## config.mk

```make
export PLATFORM = sky130hd
export DESIGN_NAME = fetch_sequencer
export DESIGN_NICKNAME = d
export VERILOG_FILES = /design/src/rtl/fetch_sequencer.sv
export SDC_FILE = /design/constraint.sdc
export NUM_CORES = 1
export LEC_CHECK = 0
export BUFFER_PORTS_ARGS = -buffer_cell sky130_fd_sc_hd__buf_4
export CAP_MARGIN = 20
export CORE_MARGIN = 2
export CORE_UTILIZATION = 52
export DETAILED_ROUTE_END_ITERATION = 6
export HOLD_SLACK_MARGIN = 0.02
export PLACE_DENSITY_LB_ADDON = 0.05
export SLEW_MARGIN = 40
export SYNTH_ARGS = -nofsm -noshare
export SYNTH_HDL_FRONTEND = slang
export SYNTH_SLANG_ARGS = --single-unit
```

## constraint.sdc

```tcl
create_clock -name clk -period 3.2 [get_ports clk]
set_clock_uncertainty 0.05 [all_clocks]
set_input_delay 0.48 -clock clk [delete_from_list [all_inputs] [get_ports clk]]
set_output_delay 0.48 -clock clk [all_outputs]
set_load 0.02 [all_outputs]
```

## src/rtl/fetch_sequencer.sv

```systemverilog
// Instruction fetch sequencer: line-aligned fetch requests, in-order response forwarding,
// redirect handling with stale-response discard. Optional perf counters under FETCH_SEQ_PERF_EN.
module fetch_sequencer #(
    parameter int unsigned     XLEN     = 32,
    parameter int unsigned     BUS_LEN  = 2,
    parameter int unsigned     MAX_OUT  = 1,
    parameter logic [XLEN-1:0] RESET_PC = '0,
    localparam int unsigned    BUS_WID  = BUS_LEN * 32
) (
    input  logic               clk,
    input  logic               rst,
    input  logic               fetch_en,
    input  logic               redir_vld,
    input  logic [XLEN-1:0]    redir_pc,
    input  logic               buffer_free,
    output logic               jump_vld,
    output logic [XLEN-1:0]    jump_pc,
    output logic               line_vld,
    output logic [BUS_WID-1:0] line_data,
    output logic               imem_req,
    output logic [XLEN-1:0]    imem_addr,
    input  logic               imem_gnt,
    input  logic               imem_rvld,
    input  logic [BUS_WID-1:0] imem_rdata
`ifdef FETCH_SEQ_PERF_EN
    ,
    output logic [31:0]        perf_stall,
    output logic [31:0]        perf_drop
`endif
);

    localparam int unsigned     LB        = BUS_LEN * 4;
    localparam int unsigned     CNT_W     = $clog2(MAX_OUT + 1);
    localparam logic [XLEN-1:0] LINE_MASK = ~XLEN'(LB - 1);

    localparam logic [0:0] ST_BOOT = 1'b0;
    localparam logic [0:0] ST_RUN  = 1'b1;

    logic [0:0]         state_q, state_d;
    logic [XLEN-1:0]    fetch_addr_q, fetch_addr_d;
    logic [CNT_W-1:0]   out_q, out_d, out_dec;
    logic [CNT_W-1:0]   disc_q, disc_d;
    logic               jump_vld_d;
    logic [XLEN-1:0]    jump_pc_d;
    logic               line_vld_d;
    logic [BUS_WID-1:0] line_data_d;
    logic               run, redir, grant, rsp, drop;

    // Request qualification; a redirect cycle never issues so no new stale requests appear
    assign run       = (state_q == ST_RUN);
    assign redir     = run & redir_vld;
    assign imem_req  = run & fetch_en & buffer_free & (out_q < CNT_W'(MAX_OUT)) & ~redir_vld;
    assign imem_addr = fetch_addr_q;
    assign grant     = imem_req & imem_gnt;

    // An rvld with nothing outstanding is a protocol error and is ignored
    assign rsp     = imem_rvld & (out_q != '0);
    assign out_dec = out_q - CNT_W'(rsp);
    assign drop    = rsp & (redir | (disc_q != '0));

    // Next-state and registered-output logic
    always_comb begin
        state_d      = state_q;
        fetch_addr_d = fetch_addr_q;
        out_d        = out_dec + CNT_W'(grant);
        disc_d       = disc_q;
        jump_vld_d   = 1'b0;
        jump_pc_d    = jump_pc;
        line_vld_d   = 1'b0;
        line_data_d  = line_data;
        case (state_q)
            ST_BOOT: begin
                state_d    = ST_RUN;
                jump_vld_d = 1'b1;
                jump_pc_d  = RESET_PC;
            end
            default: begin
                if (rsp && !drop) begin
                    line_vld_d  = 1'b1;
                    line_data_d = imem_rdata;
                end
                if (redir) begin
                    jump_vld_d   = 1'b1;
                    jump_pc_d    = redir_pc;
                    fetch_addr_d = redir_pc & LINE_MASK;
                    disc_d       = out_dec;
                end else begin
                    if (rsp && (disc_q != '0)) begin
                        disc_d = disc_q - CNT_W'(1);
                    end
                    if (grant) begin
                        fetch_addr_d = fetch_addr_q + XLEN'(LB);
                    end
                end
            end
        endcase
    end

    // State and output registers
    always_ff @(posedge clk or negedge rst) begin
        if (!rst) begin
            state_q      <= ST_BOOT;
            fetch_addr_q <= RESET_PC & LINE_MASK;
            out_q        <= '0;
            disc_q       <= '0;
            jump_vld     <= 1'b0;
            jump_pc      <= '0;
            line_vld     <= 1'b0;
            line_data    <= '0;
        end else begin
            state_q      <= state_d;
            fetch_addr_q <= fetch_addr_d;
            out_q        <= out_d;
            disc_q       <= disc_d;
            jump_vld     <= jump_vld_d;
            jump_pc      <= jump_pc_d;
            line_vld     <= line_vld_d;
            line_data    <= line_data_d;
        end
    end

`ifdef FETCH_SEQ_PERF_EN
    // Free-running event counters, cleared only by reset
    always_ff @(posedge clk or negedge rst) begin
        if (!rst) begin
            perf_stall <= '0;
            perf_drop  <= '0;
        end else begin
            if (run && fetch_en && !buffer_free) begin
                perf_stall <= perf_stall + 32'd1;
            end
            if (drop) begin
                perf_drop <= perf_drop + 32'd1;
            end
        end
    end
`endif

endmodule

```

After elaboration in Yosys (flattened, before gate mapping)
Cells that the tools add are included.
- logic and storage cells: 42
- bits in registers: 133
- output and inout port bits: 131
- input port bits: 103
- add/subtract/negate cells: 4
- equality and inequality tests: 1
- reductions and logical operators: 8
- bitwise gates (word level): 10
- order comparisons: 1
- multiplexer cells: 10
- operators with widths (operator ; count):
    $mux 32 ; 4
    $add 32x4->32 const B ; 1
    $and 1x1->1 ; 8
    $mux 1 ; 6
    $reduce_and 2->1 ; 3
    $reduce_bool 2->1 ; 2
    $logic_and 1x1->1 ; 2
    $ne 2x1->1 const B ; 1
    $add 1x1->1 ; 1
    $logic_not 1->1 ; 1
    $lt 1x1->1 const B ; 1
    $not 1->1 ; 1
    $or 1x1->1 ; 1
    $sub 1x1->1 ; 1
    $sub 1x1->1 const B ; 1

Logic depth before layout (Yosys ltp)
- depth in word-level cells: 7
- mapped depth: 7
- gate-level depth less buffers: 6

Least setup slack after synthesis
No wires, ideal clock.
- path type: input-to-reg
- start point: input port redir_vld
- end point: register line_data[0]
- data required time: 3.025 ns
- arrival: 1.729 ns
- buffers on the path: 3
- stages on the path: 7
- setup slack: 1.297 ns
- path through: buf_6 -> nor2b_4 -> inv_2 -> nor3_1 -> buf_2 -> buf_4 -> mux2_2
- cells in the longest elaborated chain, start to end: 6
- ends and longest elaborated chain (what ; RTL line ; source):
    start, declared ; 13 ; input logic redir_vld,
    $and 1x1->1 ; 51 ; assign redir = run & redir_vld;
    $or 1x1->1 ; 59 ; assign drop = rsp & (redir | (disc_q != '0));
    $and 1x1->1 ; 59 ;
    $logic_not 1->1 ; 78 ; if (rsp && !drop) begin
    $logic_and 1x1->1 ; 78 ;
    $reduce_and 2->1 (no line) ; - ;
    end signal, assigned ; 118 ; line_data <= line_data_d;
    end, declared ; 19 ; output logic [BUS_WID-1:0] line_data,
No other way between the ends.
A chain may end at the register's enable or synchronous reset.

Final worst setup path
- start point: register state_q (netlist: run)
- end point: output port imem_req
- cells in the longest elaborated chain, start to end: 4
- ends and longest elaborated chain (what ; RTL line ; source):
    start, declared ; 39 ; logic [0:0] state_q, state_d;
    start signal, assigned ; 111 ; state_q <= state_d;
    $and 1x1->1 (4 in a row) ; 52 ; assign imem_req = run & fetch_en & buffer_free & (out_q < CNT_W'(MAX_OUT)) & ~redir_vld;
    end, declared ; 20 ; output logic imem_req,
No other way between the ends.

==> impl_metrics.json <==
{
  "vdd_drop_max_uv": 370.1,
  "cp-end-kind": "output pin",
  "drive_gt1_share_pct": 47.48,
  "grt_util_all_layers_pct": 26.12,
  "status": "finished, final reports clean",
  "r2r_setup_slack_ns": 1.21,
  "avgSynthCellArea_um2": 12.25,
  "fin_tns_setup_ns": 0,
  "seqPwrFrac_pct": 40.8,
  "cts.clk_slew.worst_paths_ns": 0.05,
  "top_layer_used": "met4",
  "p_comb_share_pct": 20.6,
  "drt_iter0_drc": 130,
  "timing.final.crit_share_pct": 64.43,
  "ys_types": 46,
  "final_nets": 807,
  "rsz0062_at_grt": "false",
  "rr_startpoint": "imem_addr[6]",
  "worst_slew_pin_slew_ns": 0.5938,
  "ff_latch_area_um2": 3253,
  "layout_min_cycle_time_ns": 2.062,
  "ant_nets": 0,
  "netlist_area_um2": 5781,
  "vias": 4546,
  "setup_viol_count_final": 0,
  "die_x_um": 109.4,
  "yosysWarnings": 0,
  "async_flop_share_pct": 100.0,
  "first_pass_iters": 4,
  "port_buffers": 230,
  "grt_overflow": 0,
  "grt_start_max_net_pins": 66,
  "met1_length_um": 5694,
  "clk_latency_ns": 0.51,
  "fmax_mhz": 485.0,
  "dieArea_um2": 11980,
  "finalMaxSlewViolations": 0,
  "cts-resized-gates": 0,
  "ys_seq_elements": 130,
  "post_drt_wl_per_cell_um": 17.83,
  "wl_met2_um": 7958,
  "holdCritPathClass": "input port to flop",
  "synthTopCellsByArea": "dfrtp_1, mux2_2, mux2i_1, nor2b_1, nand2_1",
  "core_area_um2": 10840,
  "nFillCells": 773,
  "synth_common_cells": "dfrtp_1, mux2_2, nand2_1",
  "cp_max_fo": 7,
  "drt-total-wl_um": 15230,
  "num_antenna_cells": 0,
  "drc": 0,
  "grt_pass1_wl_um": 23450,
  "ctsHoldBuffers": 1,
  "cts_made_buffers": 17,
  "ios": 234,
  "reg2regPathDepth": 5,
  "area_growth_pct": 42.27,
  "yosysTopAreaCell": "dfrtp_1",
  "num_rows": 38,
  "hold_depth": 2,
  "reg2reg_to": "imem_addr[28]",
  "maxCapViolations": 0,
  "synth_seq_area_share_pct": 56.28,
  "wl_met3_um": 1307,
  "power_density_nw_per_um2": 597.8,
  "clkPwrFrac_pct": 38.6,
  "worstPathRequired_ns": 2.67,
  "synth_edf_count": 0,
  "intPower_mw": 3.565,
  "arrival_ns": 1.53,
  "ys_dominant_reg_cell": "dfrtp_1",
  "min_to": "out_q",
  "placedCellCount": 823,
  "yosysMostFrequentCell": "dfrtp_1",
  "fin_cells": 854,
  "p_leak_nw": 4.142,
  "multi_input_area_um2": 2386,
  "min_from": "imem_rvld",
  "switching_share_pct": 27.48,
  "dp_hpwl_um": 11010,
  "worstSetupPathType": "flop to output pin",
  "grt_pass1_vias": 4693,
  "initial_core_util_pct": 53.32,
  "htreeDepth": 4,
  "max_slew_margin_pct": 60.41,
  "clockBufferDepth": 2,
  "die_h_um": 109.4,
  "hold_viol_final": 0,
  "vias_per_cell": 5.323,
  "cp-start-kind": "flop",
  "power.switching_mw": 1.351,
  "syn-instance-count": 472,
  "cts_sinks": 130,
  "antenna_found_initial": 0,
  "startpoint": "run",
  "cts_tree": "yes",
  "cts_root_buf": "clkbuf_8",
  "routabilityCongestion": 0.8483,
  "synth_top_area_share_pct": 56.28,
  "post_cts_buffers": 0
}
[stage by stage]
step	hold WS [ns]	instance area, µm²	setup WS [ns]	power, mW	utilization (%)
6_report	0.1110	8224	1.138	4.916	75.87
5_1_grt	0.1037	8224	1.019	5.123	75.87
4_1_cts	0.08908	8224	1.105	4.956	75.87
3_5_place_dp	0.4475	7626	0.8434	3.047	70.35
3_3_place_gp	0.4421	7626	0.8819	3.015	70.35
2_1_floorplan	0.1344	5788	1.297	2.509	-
[area by class of cell]
cell class | instances | area share [%]
Sequential cell | 130 | 39.56
Multi-Input combinational cell | 314 | 29.01
Timing Repair Buffer | 237 | 22.01
Clock buffer | 26 | 6.298
Tap cell | 140 | 2.130
Clock inverter | 4 | 0.8520
Inverter | 3 | 0.1369
[power groups by stage]
stage	clock network (mW)	registers [mW]	logic (mW)
3_3_place_gp	0	2.02	0.999
3_5_place_dp	0	2.03	1.02
5_1_grt	2.01	2.03	1.08
4_1_cts	1.93	2.00	1.02
6_report	1.90	2.01	1.01
2_1_floorplan	0	2.23	0.280
[worst max-delay path, stage by stage (launching register included)]
cell and delay [ns]:
dfrtp_1 0.34, nor2b_4 0.18, inv_2 0.11, nor3_1 0.21
buf_4 0.18
[kinds of logic after synthesis]
kind of cell	count (synthesis)	synth area share (%)
buffers and inverters	30	2.662
AOI/OAI and AO/OA	50	5.260
muxes	100	18.70
other	2	0.1299
DFF	130	56.28
adders and majority gates	1	0.2164
xor gates and xnor gates	13	1.970
and+or+nand+nor	146	14.78
[layout by cell type (no fill, tap or decap), types with 5 or more instances in the layout]
master	netlist	final
dfrtp_1	130	130
nand3_1	11	11
o22ai_1	5	5
mux2i_1	36	36
clkbuf_8	0	8
nor2b_1	33	33
nand2_1	42	42
nor2_1	14	14
o21ai_0	20	20
nor3_1	7	6
mux2_2	64	64
xor2_1	9	9
clkbuf_16	0	16
buf_4	8	233
a21oi_1	6	6
nand4_1	11	11
and3_1	6	6
[registers in the layout (all words and copies together), names as in the netlist]
| signal | count |
|---|---|
| line_data | 64 |
| run | 1 |
| jump_vld | 1 |
| out_q | 1 |
| line_vld | 1 |
| jump_pc | 32 |
| imem_addr | 29 |
| disc_q | 1 |
[worst max path at each step]
| stage | to | slack [ns] | depth (start not counted) |
|---|---|---|---|
| after global placement | line_data[44] | 0.88 | 6 |
| after CTS | imem_req | 1.11 | 4 |
| final | imem_req | 1.14 | 4 |
| after detailed placement | line_data[30] | 0.84 | 6 |
| after global routing | imem_req | 1.02 | 4 |
| after floorplan | line_data[0] | 1.30 | 7 |
[per-layer routing]
metal	up-vias	GRT usage, %
met3	20	10.49
met5	-	0
met2	192	45.24
met1	2213	29.14
met4	0	9.132
li1	2121	-
(Power assumes the default switching activity.)
